$ cat src/rtl/debug_pkg.sv
// Shared types and constants for the waveform dump sequencer.
// FSM state encoding, header bytes and default timing parameters.
package debug_pkg;

  typedef enum logic [2:0] {
    S_IDLE,
    S_HEADER,
    S_FETCH,
    S_SEND_HI,
    S_SEND_LO,
    S_NEXT,
    S_FINISH
  } state_e;

  localparam logic [7:0] HDR_BYTE0     = 8'hA5;
  localparam logic [7:0] HDR_BYTE1     = 8'h5A;
  localparam int         BAUD_DIV_DEF  = 217;
  localparam int         FETCH_LAT_DEF = 2;

endpackage

$ cat src/rtl/uart_byte_tx.sv
// 8N1 byte serializer with a valid/ready byte handshake.
// ready rises in the last stop-bit cycle so frames can run back to back.
module uart_byte_tx
  import debug_pkg::*;
#(
  parameter int BAUD_DIV = BAUD_DIV_DEF
) (
  input  logic       clk_25mhz,
  input  logic       rst_in,
  input  logic [7:0] data,
  input  logic       valid,
  output logic       ready,
  output logic       idle,
  output logic       tx
);

  localparam int CW = $clog2(BAUD_DIV + 1);
  localparam logic [CW-1:0] LAST = CW'(BAUD_DIV - 1);

  logic          busy_q, busy_d;
  logic          tx_q, tx_d;
  logic [8:0]    sh_q, sh_d;
  logic [3:0]    bit_q, bit_d;
  logic [CW-1:0] baud_q, baud_d;
  logic          last_cyc;

  assign last_cyc = busy_q && (bit_q == 4'd9) && (baud_q == LAST);
  assign ready    = !busy_q || last_cyc;
  assign idle     = !busy_q;
  assign tx       = tx_q;

  // Bit timing: load a frame on handshake, otherwise step through start/data/stop.
  always_comb begin
    busy_d = busy_q;
    tx_d   = tx_q;
    sh_d   = sh_q;
    bit_d  = bit_q;
    baud_d = baud_q;
    if (valid && ready) begin
      busy_d = 1'b1;
      tx_d   = 1'b0;
      sh_d   = {1'b1, data};
      bit_d  = 4'd0;
      baud_d = '0;
    end else if (busy_q) begin
      if (baud_q == LAST) begin
        baud_d = '0;
        if (bit_q == 4'd9) begin
          busy_d = 1'b0;
          tx_d   = 1'b1;
        end else begin
          tx_d  = sh_q[0];
          sh_d  = {1'b1, sh_q[8:1]};
          bit_d = bit_q + 4'd1;
        end
      end else begin
        baud_d = baud_q + CW'(1);
      end
    end
  end

  // Serializer registers; reset abandons any frame in flight.
  always_ff @(posedge clk_25mhz) begin
    if (rst_in) begin
      busy_q <= 1'b0;
      tx_q   <= 1'b1;
      sh_q   <= '1;
      bit_q  <= '0;
      baud_q <= '0;
    end else begin
      busy_q <= busy_d;
      tx_q   <= tx_d;
      sh_q   <= sh_d;
      bit_q  <= bit_d;
      baud_q <= baud_d;
    end
  end

endmodule

$ cat src/rtl/wave_dump_sequencer.sv
// Streams a captured waveform out over UART as big-endian 16-bit samples.
// Define DUMP_HEADER_EN to prefix the stream with A5 5A width_hi width_lo.
module wave_dump_sequencer
  import debug_pkg::*;
#(
  parameter int BAUD_DIV  = BAUD_DIV_DEF,
  parameter int FETCH_LAT = FETCH_LAT_DEF
) (
  input  logic        clk_25mhz,
  input  logic        rst_in,
  input  logic        start_in,
  input  logic [15:0] wave_width_in,
  input  logic [15:0] sample_data_in,
  output logic [15:0] sample_index_out,
  output logic        busy_out,
  output logic        done_out,
  output logic        uart_tx
);

  localparam int FCW = (FETCH_LAT > 1) ? $clog2(FETCH_LAT) : 1;
  localparam logic [FCW-1:0] FLAST = FCW'(FETCH_LAT - 1);

  state_e          state_q, state_d;
  logic [15:0]     width_q, width_d;
  logic [15:0]     index_q, index_d;
  logic [15:0]     hold_q, hold_d;
  logic [FCW-1:0]  fcnt_q, fcnt_d;
  logic            busy_q, busy_d;
  logic            done_q, done_d;
  logic            tx_valid, tx_ready, tx_idle;
  logic [7:0]      tx_data;
`ifdef DUMP_HEADER_EN
  logic [1:0]      hcnt_q, hcnt_d;
`endif

  assign sample_index_out = index_q;
  assign busy_out         = busy_q;
  assign done_out         = done_q;

  uart_byte_tx #(.BAUD_DIV(BAUD_DIV)) u_tx (
    .clk_25mhz (clk_25mhz),
    .rst_in    (rst_in),
    .data      (tx_data),
    .valid     (tx_valid),
    .ready     (tx_ready),
    .idle      (tx_idle),
    .tx        (uart_tx)
  );

  // Next-state and byte-issue logic for the dump sequence.
  always_comb begin
    state_d  = state_q;
    width_d  = width_q;
    index_d  = index_q;
    hold_d   = hold_q;
    fcnt_d   = fcnt_q;
    busy_d   = busy_q;
    done_d   = 1'b0;
    tx_valid = 1'b0;
    tx_data  = 8'h00;
`ifdef DUMP_HEADER_EN
    hcnt_d   = hcnt_q;
`endif
    case (state_q)
      S_IDLE: begin
        if (start_in) begin
          width_d = wave_width_in;
          index_d = '0;
          fcnt_d  = '0;
          busy_d  = 1'b1;
`ifdef DUMP_HEADER_EN
          hcnt_d  = 2'd0;
          state_d = S_HEADER;
`else
          state_d = (wave_width_in == 16'd0) ? S_FINISH : S_FETCH;
`endif
        end
      end
`ifdef DUMP_HEADER_EN
      S_HEADER: begin
        tx_valid = 1'b1;
        case (hcnt_q)
          2'd0:    tx_data = HDR_BYTE0;
          2'd1:    tx_data = HDR_BYTE1;
          2'd2:    tx_data = width_q[15:8];
          default: tx_data = width_q[7:0];
        endcase
        if (tx_ready) begin
          hcnt_d = hcnt_q + 2'd1;
          if (hcnt_q == 2'd3) begin
            fcnt_d  = '0;
            state_d = (width_q == 16'd0) ? S_FINISH : S_FETCH;
          end
        end
      end
`endif
      S_FETCH: begin
        if (fcnt_q == FLAST) begin
          hold_d  = sample_data_in;
          state_d = S_SEND_HI;
        end else begin
          fcnt_d = fcnt_q + FCW'(1);
        end
      end
      S_SEND_HI: begin
        tx_valid = 1'b1;
        tx_data  = hold_q[15:8];
        if (tx_ready) state_d = S_SEND_LO;
      end
      S_SEND_LO: begin
        tx_valid = 1'b1;
        tx_data  = hold_q[7:0];
        if (tx_ready) state_d = S_NEXT;
      end
      S_NEXT: begin
        if (({1'b0, index_q} + 17'd1) < {1'b0, width_q}) begin
          index_d = index_q + 16'd1;
          fcnt_d  = '0;
          state_d = S_FETCH;
        end else begin
          state_d = S_FINISH;
        end
      end
      S_FINISH: begin
        if (tx_idle) begin
          done_d  = 1'b1;
          busy_d  = 1'b0;
          state_d = S_IDLE;
        end
      end
      default: state_d = S_IDLE;
    endcase
  end

  // Sequencer state registers.
  always_ff @(posedge clk_25mhz) begin
    if (rst_in) begin
      state_q <= S_IDLE;
      width_q <= '0;
      index_q <= '0;
      hold_q  <= '0;
      fcnt_q  <= '0;
      busy_q  <= 1'b0;
      done_q  <= 1'b0;
`ifdef DUMP_HEADER_EN
      hcnt_q  <= '0;
`endif
    end else begin
      state_q <= state_d;
      width_q <= width_d;
      index_q <= index_d;
      hold_q  <= hold_d;
      fcnt_q  <= fcnt_d;
      busy_q  <= busy_d;
      done_q  <= done_d;
`ifdef DUMP_HEADER_EN
      hcnt_q  <= hcnt_d;
`endif
    end
  end

endmodule
$ cat config.mk
export PLATFORM = sky130hd
export DESIGN_NAME = wave_dump_sequencer
export DESIGN_NICKNAME = d
export VERILOG_FILES = /design/src/rtl/debug_pkg.sv /design/src/rtl/uart_byte_tx.sv /design/src/rtl/wave_dump_sequencer.sv
export SDC_FILE = /design/constraint.sdc
export NUM_CORES = 1
export LEC_CHECK = 0
export ABC_CLOCK_PERIOD_IN_PS = 4000
export CORE_UTILIZATION = 42
export DETAILED_ROUTE_END_ITERATION = 8
export HOLD_SLACK_MARGIN = 0.08
export PLACE_DENSITY = 0.72
export SLEW_MARGIN = 0
export SYNTH_ARGS = -nofsm -noshare
export SYNTH_HDL_FRONTEND = slang
export SYNTH_SLANG_ARGS = --single-unit
$ cat constraint.sdc
create_clock -name clk_25mhz -period 4 [get_ports clk_25mhz]
set_clock_uncertainty 0.05 [all_clocks]
set_input_delay 0.8 -clock clk_25mhz [delete_from_list [all_inputs] [get_ports clk_25mhz]]
set_output_delay 0.8 -clock clk_25mhz [all_outputs]
set_load 0.005 [all_outputs]
==> summary.md, run 1 <==
| Metric | Value |
|---|---|
| Final Hold Vio Count | 0 |
| Setup crit start kind | register |
| I/O Buffers | 53 |
| M3 GR Usage | 4.457% |
| Synth Cell Area | roughly 4000 um^2 |
| Buf/Inv on CP | 0 |
| Worst hold margin | approximately 0.4 ns |
| Ys flop type | dfxtp_1 |
| Post-layout util | a little over half |
| Vias after detailed routing | between 3000 and 4000 |
| Starting Density | 43.60% |
| Area Overhead vs Synth | 19.69% |
| Most common cell after layout, fill and taps aside | nand2_1 |
| Mean Syn Cell Area | 8.194 um^2 |
| Unrepaired setup endpoints after global routing | no |
| Sequential element share of the synthesized area | 37.59% |
| Slowest cell delay on critical path | about 0.47 ns |
| WS Path Type | register to register |
| Sum Neg Setup Slack | 0 ns |
| Hold buffer count at cts | 0 |
| Worst skew pair latency | between 0.3 and 0.4 ns |
| Inserted Diodes | 0 |
| Die area | 10030 um^2 |
| Grt ovf | 0 |
| Root buffer cell | clkbuf_8 |
| Most frequent cells in the layout | 82 x nand2_1, 76 x dfxtp_1, 63 x a21oi_1 |
| First-pass GRT wire length | 15.63 mm |
| Initial antenna violation count | 0 |
| CP Capture Type | register |
| Mapped Nets | 549 |
| Detailed Route Iter0 Violations | about 210 |
| GP Congestion | 0.8203 |
| Distinct cells, synth | 62 |
| Fin cells | around 670 |
| Number of synthesized flops with an enable pin | 0 |
| Final cycle utilization of the critical path | 93.82% |
| HP Class | register to register |
| Vias per std cell | 5.400 |
| Total track usage | 19.57% |
| Relative slew slack | 25.84% |
| Max_cap viols | 0 |
| Die span in y | 100.2 um |
| Crit Path Max Fanout | 14 |
| Filler Cells Inserted | 921 |
| GRT Max-Usage Layer | met2 |
| CP arrival | ~4.0 ns |
| DP HPWL | 6.554 mm |
| CTS tree | yes |
| Post-synth ARST share | 0% |
| Fmax | ~0.27 GHz |
| Clk slew on worst S/H paths | 0.08 ns |
| Peak VDD IR | 0.2506 mV |
| CTS max path bufs | 2 |
| Drt first pass iters | 5 |
| Crit-path cells | ha_1, nand4_1, nor2_2, nand2_1, and2_1, or2_2, ha_1, a21o_1, a221o_1, a41oi_2, nand4_4, or4_1, nand3_1 |
| # DRC | 0 |
| Fin. max-slew vios | 0 |
| Syn. warnings | 0 |
| I/O pin cnt | 54 |
| Cell repeated most along the worst path | ha_1 |
| Routed Antenna Nets | 0 |
| Share of layout cells above drive strength 1 | 9.091% |
| Core area | 9284 um^2 |
| Row count | 35 |
| Routed WL per cell | roughly 14 um |
| Routed WL | between 9 and 10 mm |
| Min Tclk post-route | 3.753 ns |
| Final setup vio count | 0 |
| Die Wd | approximately 100 um |
| Tightest Pin Transition | 1.112 ns |
| Cells after DPL | 652 |
| Grt met2 use | between 30% and 40% |
| Synth Register Bits | 76 |
| # Post-CTS Setup Buffers | 0 |
| Largest net degree at the start of global routing | 58 |
| Power Dens Cells | 468.7 nW/um^2 |
| Critical path's top delay family | simple AND/OR/NAND/NOR gates |
| CP max stage cell | or4_1 |
| Mapped Cells | between 400 and 500 |
| Total CTS buffers | 9 |
| Status | finished clean |
| Final Net Count | 589 |
| CTS sink cnt | 76 |
| H-tree lvl count | 3 |
| GR met1 Demand/Resource | 25.45% |
| Vias in the first global route | between 3000 and 4000 |
| Req. time, crit path | approximately 4.3 ns |
| Leak Pwr | 1.738 nW |
==> metrics by stage <==
stage | setup slack (ns) | total power [mW] | instance area [um^2]
after floorplan | 0.6357 | 1.504 | 4048
after global placement | 0.1537 | 1.654 | 4629
after detailed placement | 0.1255 | 1.674 | 4629
after CTS | 0.09995 | 2.289 | 4835
after global routing | 0.05125 | 2.441 | 4845
final | 0.2470 | 2.271 | 4845
==> worst min-delay path: cells and delay by family, from the launching register on <==
| kind | cells | cell delay [ns] |
|---|---|---|
| flip-flops | 1 | 0.32 |
| AND/OR/NAND/NOR | 1 | 0.05 |
| AO/OA/AOI/OAI | 1 | 0.05 |
==> synthesized netlist by cell type, types with 3 or more instances <==
master	number	area, um^2
a21o_1	4	30.03
and2_1	7	43.79
o21ai_1	6	30.03
buf_4	3	22.52
buf_2	6	30.03
or2_2	9	56.30
o21ai_0	5	25.02
or2_1	8	50.05
clkbuf_1	16	60.06
mux2i_1	8	80.08
nor2b_1	8	50.05
nand3_1	23	115.1
nor3_1	8	40.04
dfxtp_1	76	1521
nand4_1	9	56.30
and3_1	5	31.28
xor2_1	7	61.31
a31oi_1	3	18.77
inv_1	20	75.07
nand3b_1	5	37.54
nor4_1	4	25.02
a21oi_1	63	315.3
ha_1	20	250.2
nand4b_1	5	43.79
xnor2_1	8	70.07
nor2_1	27	101.4
nand2_1	82	307.8
a221oi_1	5	43.79
==> report_power, final <==
part           internal, mW  leakage (nW)  switching, mW
Clock                 0.298         0.106          0.314
Combinational         0.294          1.01          0.378
Sequential            0.872         0.617          0.115
==> sequential cells by signal, summed over array words and instances (netlist names) <==
name and count:
width_q 16, done_out 1, u_tx.sh_q 8, hold_q 16, u_tx.tx 1, state_q 3
u_tx.busy_q 1, u_tx.bit_q 4, u_tx.baud_q 8, busy_out 1, fcnt_q 1, sample_index_out 16
==> logic make-up after synthesis <==
group,after synthesis,synth area share (%)
xor gates and xnor gates,15,3.246
DFF,76,37.59
and+or+nand+nor,218,28.22
muxes,8,1.978
adders and majority gates,20,6.182
AOI/OAI and AO/OA,108,17.40
buffers and inverters,49,5.379
==> final timing paths <==
check	slack (ns)	end	cells past startpoint	start
min	0.41	width_q[2]	2	width_q[2]
max	0.25	sample_index_out[5]	13	sample_index_out[0]
min reg2reg	0.41	width_q[2]	2	width_q[2]
max reg2reg	0.25	sample_index_out[5]	13	sample_index_out[0]
==> layout make-up <==
| cell class | count | area [um^2] | share of cell area [%] |
|---|---|---|---|
| Tap cell | 129 | 161.4 | 3.332 |
| Timing Repair Buffer | 58 | 563.0 | 11.62 |
| Inverter | 20 | 75.07 | 1.550 |
| Multi-Input combinational cell | 369 | 2318 | 47.86 |
| Sequential cell | 76 | 1521 | 31.40 |
| Clock inverter | 7 | 81.33 | 1.679 |
| Clock buffer | 9 | 123.9 | 2.557 |
==> layer usage <==
metal  part of all wire, %  up-vias
met4                   1.9        0
met2                    46       86
met1                    48     1698
met3                   4.5       14
li1                      -     1809
met5                     0        -
==> repair_timing <==
item                                    in CTS  in global routing
endpoints found under the hold margin        0                  0
endpoints found under the setup margin       0                 16
gates resized for setup                      0                  4
(Power assumes the default switching activity.)
==> run 2, diff against run 1 <==
--- a/config.mk
+++ b/config.mk
@@ -5,6 +5,7 @@
 export SDC_FILE = /design/constraint.sdc
 export NUM_CORES = 1
 export LEC_CHECK = 0
+export ABC_AREA = 1
 export ABC_CLOCK_PERIOD_IN_PS = 4000
 export CORE_UTILIZATION = 42
 export DETAILED_ROUTE_END_ITERATION = 8
==> summary.md, run 2 <==
| Metric | Value |
|---|---|
| CTS max path bufs | 2 (unchanged) |
| R2R Setup Slk | 0.88 ns (+0.63 ns) |
| Max_cap viols | 0 (unchanged) |
| Cells after DPL | 674 (+3.4%) |
| Area Overhead vs Synth | 19.54% |
| WS Path Type | register to register |
| Syn. warnings | 0 (unchanged) |
| Relative slew slack | 42.84% (+17 points) |
| Final cycle utilization of the critical path | 78.11% (-16 points) |
| HP Start | hold_q[4] |
| DP HPWL | 6.490 mm (-0.97%) |
| Die area | 9830 um^2 (-2.0%) |
| Top post-synthesis cells by count | 83 x inv_1, 76 x dfxtp_1, 76 x nand2_1 |
| Starting Density | 43.10% (-0.50 points) |
| Fin. max-slew vios | 0 (unchanged) |
| Synth Area in Compound Gates | 19.13% (+1.7 points) |
| # DRC | 0 (unchanged) |
| Status | finished clean |
| Mean Syn Cell Area | 7.521 um^2 (-8.2%) |
| Most common cell after layout, fill and taps aside | inv_1 |
| CP max stage cell | dfxtp_1 |
| Hold buffer count at cts | 0 (unchanged) |
| First-pass GRT wire length | 15.04 mm (-3.8%) |
| Final setup vio count | 0 (unchanged) |
| Root buffer cell | clkbuf_8 |
| CTS tree | yes |
| Dpl ws | 0.9660 ns (+0.8405 ns) |
| Die span in y | 99.15 um (-1.0%) |
| Routed WL per cell | 12.74 um (-6.6%) |
| Most frequent cell after synthesis | inv_1 |
| Core area | 9196 um^2 (-0.94%) |
| Total CTS buffers | 9 (unchanged) |
| Xor and xnor area share after synthesis | 3.756% (+0.51 points) |
| Slowest cell delay on critical path | 0.42 ns (-0.05 ns) |
| Detailed Route Iter0 Violations | 127 (-39%) |
| Most frequent cells in the layout | 83 x inv_1, 76 x nand2_1, 76 x dfxtp_1 |
| H-tree lvl count | 3 (unchanged) |
| Synth Register Bits | 76 (unchanged) |
| Routed Antenna Nets | 0 (unchanged) |
| Worst flop-to-flop path startpoint | sample_index_out[0] |
| GP Congestion | 0.8700 (+6.1%) |
| Filler Cells Inserted | 870 (-5.5%) |
| CP Capture Type | register |
| Design Area, Final | 4738 um^2 (-2.2%) |
| Tightest Pin Transition | 0.8553 ns (-0.2570 ns) |
| Reg2reg end | sample_index_out[9] |
| Die Wd | 99.15 um (-1.0%) |
| Grt ovf | 0 (unchanged) |
| Mapped Nets | 582 (+6.0%) |
| Hold path depth | 2 (unchanged) |
| Crit Path Max Fanout | 14 (unchanged) |
| Inserted Diodes | 0 (unchanged) |
| Footprint of the multi-input gates | 2022 um^2 (-13%) |
| Reg2Reg Depth | 17 (+4) |
| Sequential element share of the synthesized area | 38.38% (+0.79 points) |
| Req. time, crit path | 4.24 ns (about the same) |
| Mapped Cells | 527 (+6.7%) |
| CTS sink cnt | 76 (unchanged) |
| Top-area cell type share of the netlist area | 38.38% (+0.79 points) |
| CP arrival | 3.37 ns (-0.63 ns) |
| Fmax | 0.3200 GHz (+20%) |
| Cts repair resizes | 0 (unchanged) |
| Drt first pass iters | 4 (-1) |
| Synth Cell Area | 3964 um^2 (-2.1%) |
| Unrepaired setup endpoints after global routing | no |
| Leak Pwr | 1.919 nW (+10%) |
| Vias in the first global route | 3413 (+1.4%) |
| Clk slew on worst S/H paths | 0.08 ns (about the same) |
| Worst skew pair latency | 0.35 ns (about the same) |
| Total track usage | 19.13% (-0.44 points) |
| Yosys top cell by area | dfxtp_1 |
| Post-synthesis mux area share | 0% (-2.0 points) |
| Largest net degree at the start of global routing | 46 (-21%) |
| Distinct cells, synth | 40 (-35%) |
| Post-route setup slack | 0.8754 ns (+0.6284 ns) |
| Power Dens Cells | 505.7 nW/um^2 (+7.9%) |
| Crit-path cells | ha_1, nand2_2, nor2_4, nand3_2, nor2_1, xor2_1, inv_1, ha_1, nand2_1, nand2_1, a21oi_1, nand2_1, nor2_1, nand2_2, inv_1, nand4_1, a21oi_2 |
| Routed WL | 8.790 mm (-3.5%) |
| Synth area leaders | dfxtp_1 38%, inv_1 7.9%, nand2_1 7.2% |
| I/O pin cnt | 54 (unchanged) |
| Sum Neg Setup Slack | 0 ns (unchanged) |
| Vias per std cell | 5.145 (-4.7%) |
| Final Net Count | 629 (+6.8%) |
| Cell repeated most along the worst path | nand2_1 |
| Min Tclk post-route | 3.125 ns (-0.6284 ns) |
| Largest family of logic cells by synthesized area | simple AND/OR/NAND/NOR gates |
| I/O Buffers | 53 (unchanged) |
| WHS Endpoint | hold_q[4] |
| Fin cells | 690 (+3.3%) |
| Row count | 35 (unchanged) |
| # Post-CTS Setup Buffers | 0 (unchanged) |
| Vias after detailed routing | 3550 (-1.6%) |
| Post-synth ARST share | 0% (unchanged) |
| HP Class | register to register |
| Ys flop type | dfxtp_1 |
| Adder-Cell Fraction of Synth Area | 6.313% (+0.13 points) |
| Number of synthesized flops with an enable pin | 0 (unchanged) |
| Peak VDD IR | 0.2492 mV (-0.57%) |
| Post-route total power | 2.396 mW (+5.5%) |
| Share of layout cells above drive strength 1 | 9.672% (+0.58 points) |
| Final Hold Vio Count | 0 (unchanged) |
| Setup crit start kind | register |
| Post-Synth Simple-Gate Area | 21.81% (-6.4 points) |
| Placed inst area | 4551 um^2 (-1.7%) |
| Initial antenna violation count | 0 (unchanged) |
| Reg area | 1521 um^2 (unchanged) |
[run 2: layer usage]
layer,routed length (um),global-route usage (%)
met2,4397,34.59
met5,0,0
met1,3867,21.99
met4,187,7.692
met3,338,4.076
[run 2: metrics by stage]
| stage | utilization, % | hold slack [ns] |
|---|---|---|
| finish | 51.52 | 0.4067 |
| global route | 51.52 | 0.4297 |
| CTS | 51.52 | 0.4073 |
| detailed placement | 49.48 | 0.3951 |
| global placement | 49.48 | 0.3909 |
| floorplan | - | 0.3797 |
[run 2: how the worst max path moves through the flow]
stage,startpoint,endpoint,slack [ns]
3_5_place_dp,sample_index_out[0],sample_index_out[9],0.97
4_1_cts,sample_index_out[0],sample_index_out[9],0.94
2_1_floorplan,sample_index_out[0],sample_index_out[10],1.37
3_3_place_gp,sample_index_out[0],sample_index_out[11],1.17
5_1_grt,sample_index_out[0],sample_index_out[0],0.57
6_report,sample_index_out[0],sample_index_out[9],0.88
[run 2: layout make-up]
class / instances / share of cell area (%)
Sequential cell: 76 / 32.11
Inverter: 86 / 6.813
Clock buffer: 11 / 3.195
Clock inverter: 5 / 0.7658
Timing Repair Buffer: 55 / 11.51
Multi-Input combinational cell: 346 / 42.67
Tap cell: 111 / 2.931
[run 2: power by group]
part	switching, mW	leakage (nW)	internal, mW	total (mW)
Combinational	0.581	1.21	0.295	0.876
Clock	0.288	0.0876	0.259	0.547
Sequential	0.0759	0.619	0.898	0.974
Total	0.945	1.92	1.45	2.40
[run 2: cells by family after synthesis]
| logic type | count (synthesis) |
|---|---|
| AND/OR/NAND/NOR | 174 |
| XOR/XNOR | 17 |
| adder cells (fa/ha/maj) | 20 |
| flip-flops | 76 |
| AO/OA/AOI/OAI | 135 |
| buffers and inverters | 105 |
[run 2: critical path: cells and delay by family, from the launching register on]
family | cells | cell delay [ns]
DFF | 1 | 0.42
AOI/OAI and AO/OA | 2 | 0.34
xor gates and xnor gates | 1 | 0.22
buffers and inverters | 2 | 0.42
and+or+nand+nor | 10 | 1.11
adders and majority gates | 2 | 0.51
==> run 3, diff against run 2 <==
--- a/config.mk
+++ b/config.mk
@@ -6,11 +6,11 @@
 export NUM_CORES = 1
 export LEC_CHECK = 0
 export ABC_AREA = 1
-export ABC_CLOCK_PERIOD_IN_PS = 4000
+export ABC_CLOCK_PERIOD_IN_PS = 2600
 export CORE_UTILIZATION = 42
 export DETAILED_ROUTE_END_ITERATION = 8
 export HOLD_SLACK_MARGIN = 0.08
-export PLACE_DENSITY = 0.72
+export PLACE_DENSITY = 0.74
 export SLEW_MARGIN = 0
 export SYNTH_ARGS = -nofsm -noshare
 export SYNTH_HDL_FRONTEND = slang
==> constraint.sdc (replaced) <==
create_clock -name clk_25mhz -period 2.6 [get_ports clk_25mhz]
set_clock_uncertainty 0.05 [all_clocks]
set_input_delay 0.52 -clock clk_25mhz [delete_from_list [all_inputs] [get_ports clk_25mhz]]
set_output_delay 0.52 -clock clk_25mhz [all_outputs]
set_load 0.005 [all_outputs]
==> summary.md, run 3 (synthesis gave the netlist of run 2 again) <==
| Metric | Value |
|---|---|
| Status | finished with violations |
| Failing checks | setup timing |
| Fmax | 0.3771 GHz (+18%) |
| Routed Antenna Nets | 0 (unchanged) |
| Area Overhead vs Synth | 30.24% |
| Fin. max-slew vios | 0 (unchanged) |
| Unrepaired setup endpoints after global routing | yes |
| CTS sink cnt | 76 (unchanged) |
| I/O pin cnt | 54 (unchanged) |
| Design Area, Final | 5162 um^2 (+9.0%) |
| # DRC | 0 (unchanged) |
| Detailed Route Iter0 Violations | 147 (+16%) |
| GRT Max-Usage Layer | met2 |
| CP arrival | 2.84 ns (-0.53 ns) |
| GR met1 Demand/Resource | 24.13% (+2.1 points) |
| Total CTS buffers | 9 (unchanged) |
| Cells after DPL | 696 (+3.3%) |
| Routed WL per cell | 13.51 um (+6.0%) |
| Initial antenna violation count | 0 (unchanged) |
| Crit Path Max Fanout | 6 (-8) |
| Post-route setup slack | -0.05158 ns (-0.9270 ns) |
| Relative slew slack | 48.89% (+6.0 points) |
| Hold path depth | 2 (unchanged) |
| Power Dens Cells | 789.2 nW/um^2 (+56%) |
| Leak Pwr | 2.139 nW (+11%) |
| CTS max path bufs | 2 (unchanged) |
| GP Congestion | 0.9225 (+6.0%) |
| Placed inst area | 4730 um^2 (+3.9%) |
| Drt first pass iters | 6 (+2) |
| Vias after detailed routing | 3794 (+6.9%) |
| Row count | 35 (unchanged) |
| Final cycle utilization of the critical path | 102.0% (+24 points) |
| Tightest Pin Transition | 0.7658 ns (-0.08950 ns) |
| Fin cells | 721 (+4.5%) |
| Die span in y | 99.15 um (unchanged) |
| Worst flop-to-flop path startpoint | sample_index_out[0] |
| HP Class | register to register |
| First-pass GRT wire length | 16.00 mm (+6.4%) |
| Clk slew on worst S/H paths | 0.08 ns (about the same) |
| Req. time, crit path | 2.79 ns (-1.45 ns) |
| Most frequent cells in the layout | 81 x inv_1, 73 x dfxtp_1, 69 x nand2_1 |
| HP Start | hold_q[4] |
| DP HPWL | 6.694 mm (+3.1%) |
| Largest net degree at the start of global routing | 33 (-28%) |
| Starting Density | 43.10% (unchanged) |
| Final Net Count | 660 (+4.9%) |
| Hold buffer count at cts | 0 (unchanged) |
| Die Wd | 99.15 um (unchanged) |
| Vias per std cell | 5.262 (+2.3%) |
| Reg2Reg Depth | 16 (-1) |
| Post-layout util | 56.14% (+4.6 points) |
| Share of layout cells above drive strength 1 | 18.36% (+8.7 points) |
| Peak VDD IR | 0.3887 mV (+56%) |
| Root buffer cell | clkbuf_8 |
| Routed WL | 9.738 mm (+11%) |
| Max_cap viols | 0 (unchanged) |
| Final setup vio count | 15 (+15) |
| Most common cell after layout, fill and taps aside | inv_1 |
| CP Capture Type | register |
| CP startpoint | sample_index_out[0] |
| Setup crit start kind | register |
| Inserted Diodes | 0 (unchanged) |
| Final Hold Vio Count | 0 (unchanged) |
| CTS tree | yes |
| Total track usage | 20.37% (+1.2 points) |
| Grt met2 use | 35.61% (+1.0 points) |
| Vias in the first global route | 3580 (+4.9%) |
| WS Path Type | register to register |
| Worst skew pair latency | 0.35 ns (about the same) |
| H-tree lvl count | 3 (unchanged) |
| Core area | 9196 um^2 (unchanged) |
| Grt ovf | 0 (unchanged) |
| M3 GR Usage | 3.725% (-0.35 points) |
| Die area | 9830 um^2 (unchanged) |
| I/O Buffers | 53 (unchanged) |
| Min Tclk post-route | 2.652 ns (-0.4730 ns) |
run 3: layout make-up:
class,instances,area [um^2]
fill,832,4034
multi-input combinational,349,2178
sequential,76,1530
timing repair buffer,83,779.5
inverter,86,322.8
clock buffer,13,168.9
tap,111,138.9
clock inverter,3,43.79
run 3: critical path, stage by stage (launching register included):
cell and delay [ns]:
dfxtp_4 0.38, buf_6 0.10, nand4_1 0.18, nor2_4 0.21, buf_4 0.15, nand3_2 0.08
xnor2_2 0.16, ha_1 0.29, and3_4 0.16, nand2_1 0.06, nand2_1 0.06, nor2_2 0.10
nand2_2 0.09, nand2_4 0.14, nand3_4 0.14, nand2_1 0.12, a21oi_1 0.07
run 3: per-layer routing:
layer  share of wire (%)  vias up
met1                  43     1741
met3                 5.4       25
met2                  48      123
li1                    -     1905
met5                   0        -
met4                 4.0        0
run 3: path summary, 6_finish.rpt:
kind	to	slack, ns
worst max register to register	sample_index_out[15]	-0.05
worst min-delay path	hold_q[4]	0.40
worst min register to register	hold_q[4]	0.40
worst max-delay path	sample_index_out[15]	-0.05
run 3: power by group:
part	leakage, nW	switching [mW]	internal (mW)
Clock	0.110	0.437	0.523
Combinational	1.41	1.02	0.597
Sequential	0.621	0.115	1.38
Total	2.14	1.57	2.50
run 3: timing repair:
| item | 4_1_cts | 5_1_grt |
|---|---|---|
| pin swaps | 9 | 20 |
| gates resized for setup | 14 | 22 |
| cloned | 3 | 0 |
| setup buffers | 3 | 3 |
| setup endpoints to repair | 17 | 18 |
run 3: metrics by stage:
stage                     power (mW)  hold WS (ns)  setup TNS [ns]  setup slack [ns]
final                          4.074        0.4021         -0.2388          -0.05158
after global routing           4.340        0.4262          -3.281           -0.2205
after floorplan                2.608        0.3797               0          0.003608
after global placement         2.889        0.3888       -0.004388         -0.001617
after CTS                      4.049        0.4038               0          0.001702
after detailed placement       2.945        0.3922          -1.069          -0.07611
